===== src/rtl/axi_b_router_pkg.sv =====
// Shared types and helpers for the AXI B-channel router (optional build macro: AXI_B_ERRCNT_EN).
package axi_b_router_pkg;

    typedef enum logic [1:0] {
        RESP_OKAY   = 2'b00,
        RESP_EXOKAY = 2'b01,
        RESP_SLVERR = 2'b10,
        RESP_DECERR = 2'b11
    } resp_t;

    typedef enum logic {
        SLOT_EMPTY = 1'b0,
        SLOT_FULL  = 1'b1
    } slot_state_t;

    localparam int unsigned SINK_MASTER  = 0;
    localparam logic [15:0] ERR_CNT_MAX  = 16'hFFFF;

    // SLVERR and DECERR are the two responses with the MSB set.
    function automatic logic resp_is_err(input logic [1:0] resp);
        return (resp == RESP_SLVERR) || (resp == RESP_DECERR);
    endfunction

    function automatic logic master_is_sink(input int unsigned mst, input int unsigned num_masters);
        return (mst == SINK_MASTER) || (mst >= num_masters);
    endfunction

endpackage


===== src/rtl/axi_b_router_if.sv =====
// B-channel bundle between slave ports, the router and master ports.
interface axi_b_router_if #(
    parameter int NUM_MASTERS = 3,
    parameter int NUM_SLAVES  = 8,
    parameter int ID_BITS     = 4,
    parameter int MASTER_BITS = 2,
    parameter int RESP_BITS   = 2
);
    localparam int IDS_BITS = ID_BITS + MASTER_BITS;

    logic [NUM_SLAVES*IDS_BITS-1:0]   s_bids_i;
    logic [NUM_SLAVES*RESP_BITS-1:0]  s_bresp_i;
    logic [NUM_SLAVES-1:0]            s_bvalid_i;
    logic [NUM_SLAVES-1:0]            s_bready_o;
    logic [NUM_MASTERS*ID_BITS-1:0]   m_bid_o;
    logic [NUM_MASTERS*RESP_BITS-1:0] m_bresp_o;
    logic [NUM_MASTERS-1:0]           m_bvalid_o;
    logic [NUM_MASTERS-1:0]           m_bready_i;

    // Router side.
    modport slave (
        input  s_bids_i, s_bresp_i, s_bvalid_i, m_bready_i,
        output s_bready_o, m_bid_o, m_bresp_o, m_bvalid_o
    );

    // Environment side: drives slave beats and master ready.
    modport master (
        output s_bids_i, s_bresp_i, s_bvalid_i, m_bready_i,
        input  s_bready_o, m_bid_o, m_bresp_o, m_bvalid_o
    );

endinterface


===== src/rtl/axi_b_router_rr_arbiter.sv =====
// Round-robin arbiter: one-hot grant and index, pointer moves past the winner on advance.
module rr_arbiter #(
    parameter  int N  = 8,
    localparam int IW = (N > 1) ? $clog2(N) : 1
) (
    input  logic          clk,
    input  logic          rst_n,
    input  logic [N-1:0]  i_req,
    input  logic          i_advance,
    output logic [N-1:0]  o_grant,
    output logic [IW-1:0] o_idx,
    output logic          o_any
);

    logic [IW-1:0] r_ptr;
    logic [IW-1:0] w_cand [N];

    // Candidate order starts at the pointer and wraps around.
    always_comb begin
        for (int k = 0; k < N; k++) begin
            w_cand[k] = IW'((32'(r_ptr) + 32'(k)) % 32'(N));
        end
    end

    always_comb begin
        o_grant = '0;
        o_idx   = '0;
        o_any   = 1'b0;
        for (int k = 0; k < N; k++) begin
            if (!o_any && i_req[w_cand[k]]) begin
                o_any             = 1'b1;
                o_idx             = w_cand[k];
                o_grant[w_cand[k]] = 1'b1;
            end
        end
    end

    always_ff @(posedge clk or negedge rst_n) begin
        if (!rst_n) begin
            r_ptr <= '0;
        end else if (i_advance && o_any) begin
            r_ptr <= (o_idx == IW'(N - 1)) ? '0 : o_idx + 1'b1;
        end
    end

endmodule


===== src/rtl/axi_b_router.sv =====
// AXI B-channel router: round-robin pick over slave B beats, one-entry registered slot, routed by BID master field.
// Optional error counter output err_cnt_o is built when AXI_B_ERRCNT_EN is defined.
module axi_b_router
    import axi_b_router_pkg::*;
#(
    parameter int NUM_MASTERS = 3,
    parameter int NUM_SLAVES  = 8,
    parameter int ID_BITS     = 4,
    parameter int MASTER_BITS = 2,
    parameter int RESP_BITS   = 2
) (
    input  logic           clk,
    input  logic           rst,
    axi_b_router_if.slave  bus
`ifdef AXI_B_ERRCNT_EN
    ,
    output logic [15:0]    err_cnt_o
`endif
);

    localparam int IDS_BITS = ID_BITS + MASTER_BITS;
    localparam int IDX_W    = (NUM_SLAVES > 1) ? $clog2(NUM_SLAVES) : 1;

    slot_state_t              r_state;
    logic [ID_BITS-1:0]       r_id;
    logic [RESP_BITS-1:0]     r_resp;
    logic [NUM_MASTERS-1:0]   r_mvalid;

    logic [NUM_SLAVES-1:0]    w_grant;
    logic [IDX_W-1:0]         w_idx;
    logic                     w_any;
    logic                     w_drain;
    logic                     w_accept_ok;
    logic                     w_advance;
    logic [IDS_BITS-1:0]      w_sel_ids;
    logic [RESP_BITS-1:0]     w_sel_resp;
    logic [MASTER_BITS-1:0]   w_sel_mst;
    logic [NUM_MASTERS-1:0]   w_next_mvalid;

    rr_arbiter #(.N(NUM_SLAVES)) u_arb (
        .clk       (clk),
        .rst_n     (rst),
        .i_req     (bus.s_bvalid_i),
        .i_advance (w_advance),
        .o_grant   (w_grant),
        .o_idx     (w_idx),
        .o_any     (w_any)
    );

    // A sunk beat has no master lane valid, so it leaves the slot unconditionally.
    assign w_drain     = (r_state == SLOT_FULL) &&
                         ((r_mvalid == '0) || ((r_mvalid & bus.m_bready_i) != '0));
    assign w_accept_ok = rst && ((r_state == SLOT_EMPTY) || w_drain);
    assign w_advance   = w_accept_ok && w_any;

    assign bus.s_bready_o = w_grant & {NUM_SLAVES{w_accept_ok}};

    assign w_sel_ids  = bus.s_bids_i[w_idx*IDS_BITS +: IDS_BITS];
    assign w_sel_resp = bus.s_bresp_i[w_idx*RESP_BITS +: RESP_BITS];
    assign w_sel_mst  = w_sel_ids[IDS_BITS-1:ID_BITS];

    // Lane 0 never gets a valid, and out-of-range master fields match no lane.
    always_comb begin
        w_next_mvalid = '0;
        for (int m = 1; m < NUM_MASTERS; m++) begin
            if (32'(w_sel_mst) == 32'(m)) begin
                w_next_mvalid[m] = 1'b1;
            end
        end
    end

    always_ff @(posedge clk or negedge rst) begin
        if (!rst) begin
            r_state  <= SLOT_EMPTY;
            r_id     <= '0;
            r_resp   <= '0;
            r_mvalid <= '0;
        end else begin
            case (r_state)
                SLOT_EMPTY: begin
                    if (w_advance) begin
                        r_state  <= SLOT_FULL;
                        r_id     <= w_sel_ids[ID_BITS-1:0];
                        r_resp   <= w_sel_resp;
                        r_mvalid <= w_next_mvalid;
                    end
                end
                SLOT_FULL: begin
                    if (w_advance) begin
                        r_id     <= w_sel_ids[ID_BITS-1:0];
                        r_resp   <= w_sel_resp;
                        r_mvalid <= w_next_mvalid;
                    end else if (w_drain) begin
                        r_state  <= SLOT_EMPTY;
                        r_mvalid <= '0;
                    end
                end
                default: begin
                    r_state  <= SLOT_EMPTY;
                    r_mvalid <= '0;
                end
            endcase
        end
    end

    assign bus.m_bvalid_o = r_mvalid;

    for (genvar m = 0; m < NUM_MASTERS; m++) begin : g_lane
        assign bus.m_bid_o[m*ID_BITS +: ID_BITS]       = r_id;
        assign bus.m_bresp_o[m*RESP_BITS +: RESP_BITS] = r_resp;
    end

`ifdef AXI_B_ERRCNT_EN
    logic        w_sel_sink;
    logic        w_sel_err;
    logic [15:0] r_err_cnt;

    assign w_sel_sink = master_is_sink(32'(w_sel_mst), NUM_MASTERS);
    assign w_sel_err  = resp_is_err(w_sel_resp[1:0]) || w_sel_sink;

    always_ff @(posedge clk or negedge rst) begin
        if (!rst) begin
            r_err_cnt <= '0;
        end else if (w_advance && w_sel_err && (r_err_cnt != ERR_CNT_MAX)) begin
            r_err_cnt <= r_err_cnt + 16'd1;
        end
    end

    assign err_cnt_o = r_err_cnt;
`endif

    // Slaves must keep BVALID up until their beat is taken.
    for (genvar s = 0; s < NUM_SLAVES; s++) begin : g_sva
        a_bvalid_hold: assert property (@(posedge clk) disable iff (!rst)
            (bus.s_bvalid_i[s] && !bus.s_bready_o[s]) |=> bus.s_bvalid_i[s]);
    end

    a_bready_onehot: assert property (@(posedge clk) disable iff (!rst)
        $onehot0(bus.s_bready_o));

    a_bready_needs_valid: assert property (@(posedge clk) disable iff (!rst)
        ((bus.s_bready_o & ~bus.s_bvalid_i) == '0));

endmodule


===== src/flat_wrapper.sv =====
// flat-port wrapper written by rule: the top's interface ports become plain ports
module axi_b_router_flat import axi_b_router_pkg::*;
#(
    parameter int NUM_MASTERS = 3,
    parameter int NUM_SLAVES  = 8,
    parameter int ID_BITS     = 4,
    parameter int MASTER_BITS = 2,
    parameter int RESP_BITS   = 2
)
  (clk, rst, bus_s_bids_i, bus_s_bresp_i, bus_s_bvalid_i, bus_m_bready_i, bus_s_bready_o, bus_m_bid_o, bus_m_bresp_o, bus_m_bvalid_o);
  axi_b_router_if #(.NUM_MASTERS(NUM_MASTERS), .NUM_SLAVES(NUM_SLAVES), .ID_BITS(ID_BITS), .MASTER_BITS(MASTER_BITS), .RESP_BITS(RESP_BITS)) bus_i ();
  input  logic clk;
  input  logic rst;
  input wire logic [$bits(bus_i.s_bids_i)-1:0] bus_s_bids_i;
  input wire logic [$bits(bus_i.s_bresp_i)-1:0] bus_s_bresp_i;
  input wire logic [$bits(bus_i.s_bvalid_i)-1:0] bus_s_bvalid_i;
  input wire logic [$bits(bus_i.m_bready_i)-1:0] bus_m_bready_i;
  output wire logic [$bits(bus_i.s_bready_o)-1:0] bus_s_bready_o;
  output wire logic [$bits(bus_i.m_bid_o)-1:0] bus_m_bid_o;
  output wire logic [$bits(bus_i.m_bresp_o)-1:0] bus_m_bresp_o;
  output wire logic [$bits(bus_i.m_bvalid_o)-1:0] bus_m_bvalid_o;
  assign bus_i.s_bids_i = bus_s_bids_i;
  assign bus_i.s_bresp_i = bus_s_bresp_i;
  assign bus_i.s_bvalid_i = bus_s_bvalid_i;
  assign bus_i.m_bready_i = bus_m_bready_i;
  assign bus_s_bready_o = bus_i.s_bready_o;
  assign bus_m_bid_o = bus_i.m_bid_o;
  assign bus_m_bresp_o = bus_i.m_bresp_o;
  assign bus_m_bvalid_o = bus_i.m_bvalid_o;
  axi_b_router #(.NUM_MASTERS(NUM_MASTERS), .NUM_SLAVES(NUM_SLAVES), .ID_BITS(ID_BITS), .MASTER_BITS(MASTER_BITS), .RESP_BITS(RESP_BITS)) u_core (.clk(clk), .rst(rst), .bus(bus_i));
endmodule

===== config.mk =====
export PLATFORM = sky130hd
export DESIGN_NAME = axi_b_router_flat
export DESIGN_NICKNAME = d
export VERILOG_FILES = /design/src/rtl/axi_b_router_pkg.sv /design/src/rtl/axi_b_router_if.sv /design/src/rtl/axi_b_router_rr_arbiter.sv /design/src/rtl/axi_b_router.sv /design/src/flat_wrapper.sv
export SDC_FILE = /design/constraint.sdc
export NUM_CORES = 1
export LEC_CHECK = 0
export ABC_AREA = 1
export CAP_MARGIN = 20
export CORE_UTILIZATION = 31
export DETAILED_ROUTE_END_ITERATION = 8
export HOLD_SLACK_MARGIN = 0.05
export MAX_ROUTING_LAYER = met4
export PLACE_DENSITY_LB_ADDON = 0.12
export SETUP_SLACK_MARGIN = 0.2
export SLEW_MARGIN = 20
export SYNTH_ARGS = -nofsm -noshare
export SYNTH_HDL_FRONTEND = slang
export SYNTH_SLANG_ARGS = --single-unit

===== constraint.sdc =====
create_clock -name clk -period 6.5 [get_ports clk]
set_clock_uncertainty 0.1 [all_clocks]
set_input_delay 1.3 -clock clk [delete_from_list [all_inputs] [get_ports clk]]
set_output_delay 1.3 -clock clk [all_outputs]
set_load 0.01 [all_outputs]

==> summary.md <==
| Metric | Value |
|---|---|
| Status | finished clean |
| Remaining antenna violation count after routing | 0 |
| Hold_sp | u_core.r_state |
| DR vias | 3,197 |
| Worst R2R Path Depth | 17 |
| Worst Tran Pin Value | 0.5847 ns |
| First-pass DRT Iterations | 5 |
| Syn Nets | 527 |
| Setup slack, reg-to-reg | 2.36 ns |
| Post-synth top area share | 24.17% |
| CTS max path bufs | 2 |
| Core area | 0.007928 mm² |
| R2r endpoint | u_core.u_arb.r_ptr[1] |
| Initial antenna violation count | 0 |
| Final GP Congestion | 0.9062 |
| Final Slew Violations | 0 |
| Yosys cell types | 44 |
| Largest stage delay on the critical path | 0.56 ns |
| Vias per inst | 5.115 |
| Hold Crit Class | register to register |
| Post-synthesis cell area | 0.002594 mm² |
| Filler instances | 849 |
| First-pass GRT wire length | 13,690 µm |
| Final TNS setup | 0 ns |
| Fin crit share | 83.06% |
| Hold Crit Depth | 2 |
| Worst flop-to-flop path startpoint | u_core.u_arb.r_ptr[1] |
| Final setup vio count | 0 |
| Unrepaired setup endpoints after global routing | false |
| DPL Wire Length | 6515 µm |
| Die extent in x | 93.47 µm |
| Slowest-stage cell, CP | clkdlybuf4s50_1 |
| CP Cell Sequence | clkdlybuf4s50_1 -> nand2_1 -> nand3_1 -> nand3_1 -> nand2_8 -> nor2_8 -> nand4_4 -> nor2_4 -> nand3_4 -> inv_1 -> nand2_1 -> a31oi_1 -> clkdlybuf4s50_1 |
| Initial core utilization | 32.72% |
| I/O pins | 106 |
| Hold Buf Count CTS | 0 |
| Post-synth EDFFs | 0 |
| Setup Buffers After CTS | 0 |
| Cell with the most instances after synthesis | nand2_1 |
| Diode count | 0 |
| Asr flop ratio synth | 100.0% |
| Clk_lat worst skew | 0.24 ns |
| Die Span Y | 93.47 µm |
| Cells after Synth | 443 |
| Commonest cells in the netlist | nand2_1, nand3_1, inv_1 |
| Die area | 0.008737 mm² |
| CTS tree | built |
| Port Buffers | 103 |
| Reg clk slew, reported paths | 0.05 ns |
| Sequential area share after synthesis | 11.58% |
| Synth top area cells | nand2_1, nand3_1, dfrtp_1 |
| DRC | 0 |
| Setup WS pre-CTS | 1.077 ns |
| Wirelength, routed | 8495 µm |
| Slew HR | 60.89% |
| Vias in the first global route | 2,826 |
| Total CTS buffers | 3 |
| Setup ws final | 1.101 ns |
| H-tree depth | 1 |
| Worst setup path class | input pin to primary output |
| Most used DFF post-synth | dfrtp_1 |
| Root Driver | clkbuf_8 |
| # rows | 32 |
| Total gr overflow | 0 |
| Min Hold Slack | 0.4006 ns |
| Yosys reg bits | 12 |
| Final Hold Fails | 0 |
| Hold Crit Endpoint | u_core.r_state |
| Fmax | 0.1852 GHz |
| Final core utilization | 45.47% |
| Area Growth Syn to Fin | 38.98% |
| Worst setup SP type | input pin |
| Post-synth top area cell | nand2_1 |
| Layout cells sized above 1 | 7.648% |
| CTS Sinks | 12 |
| Largest net degree at the start of global routing | 35 |
| Critical path endpoint category | primary output |
| Post-Syn Area per Cell | 5.855 µm² |
| Crit-path max FO | 8 |
| MaxCap Viol Count | 0 |
| Initial DRC Count | 166 |
| Post-CTS sizing | 0 |
| CP Launch Point | bus_s_bvalid_i[7] |
| Final Net Count | 608 |
| Crit path DAT | 4.00 ns |
| Critical Path RT | 5.10 ns |
| Yosys warning total | 0 |
| DR WL/cell | 13.59 µm |
| All-Layer GR Usage | 19.97% |
| Min cycle time layout | 5.399 ns |
==> metrics by stage <==
step           cell area [µm²]  std cells
2_1_floorplan             2594        443
3_3_place_gp              3550        621
3_5_place_dp              3550        621
4_1_cts                   3605        625
5_1_grt                   3605        625
6_report                  3605        625
==> logic make-up (layout without fill, tap and decap cells) <==
logic type                 Yosys count  after routing  share of synthesized area [%]
buffers and inverters               57            137                          12.59
DFF                                 12             12                          11.58
adders and majority gates            7              7                          3.377
other                                1              1                         0.1446
xor gates and xnor gates             3              3                          1.303
AOI/OAI and AO/OA                   54             54                          13.41
and+or+nand+nor                    309            309                          57.60
==> per-layer routing <==
layer	vias up	track usage [%]	wire (µm)
met1	1435	28.44	3990
li1	1645	-	-
met3	6	0.5691	433
met5	-	-	0
met4	0	4.359	74
met2	111	31.50	3998
==> area by class of cell <==
cell class | instances | area (µm²) | share of cell area (%)
multi-input cells | 374 | 1967 | 54.56
repair buffers | 106 | 1054 | 29.23
flip-flops and latches | 12 | 300.3 | 8.330
well taps | 102 | 127.6 | 3.540
inverters | 27 | 101.3 | 2.812
clock buffers | 4 | 55.05 | 1.527
==> how the worst max path moves through the flow <==
stage,to,depth (start not counted)
after floorplan,bus_s_bready_o[1],11
after CTS,bus_s_bready_o[3],13
after global routing,bus_s_bready_o[3],14
final,bus_s_bready_o[3],13
after global placement,bus_s_bready_o[5],13
after detailed placement,bus_s_bready_o[3],13
==> placed cells by master, fill, tap and decap left out, types with 3 or more instances in the layout <==
cell type and n:
o22ai_1 4, inv_2 4, nand2_2 4, nor2_2 3
nand2_1 167, dfrtp_1 12, o21ai_0 14, a221oi_1 7
nor3_1 16, ha_1 7, nor2_4 4, a31oi_1 6
nand3_4 3, nand3_1 79, clkdlybuf4s50_1 103, inv_1 22
nand2_4 4, nor2_1 18, clkbuf_8 4, buf_4 3
nand3_2 3, a21oi_1 12
==> state kept, by name, summed over array words and instances (netlist names) <==
signal                 cells
u_core.r_state             1
u_core.bus.m_bvalid_o      2
u_core.u_arb.r_ptr         3
u_core.r_id                4
u_core.r_resp              2
==> worst max-delay path, delay by kind of cell <==
family                 cells  cell delay, ns
AOI/OAI and AO/OA          1            0.16
buffers and inverters      3            1.25
and+or+nand+nor            9            1.29
Power is not shown: default switching activity piles up to over one toggle a cycle in this logic, so the estimate is an artifact.
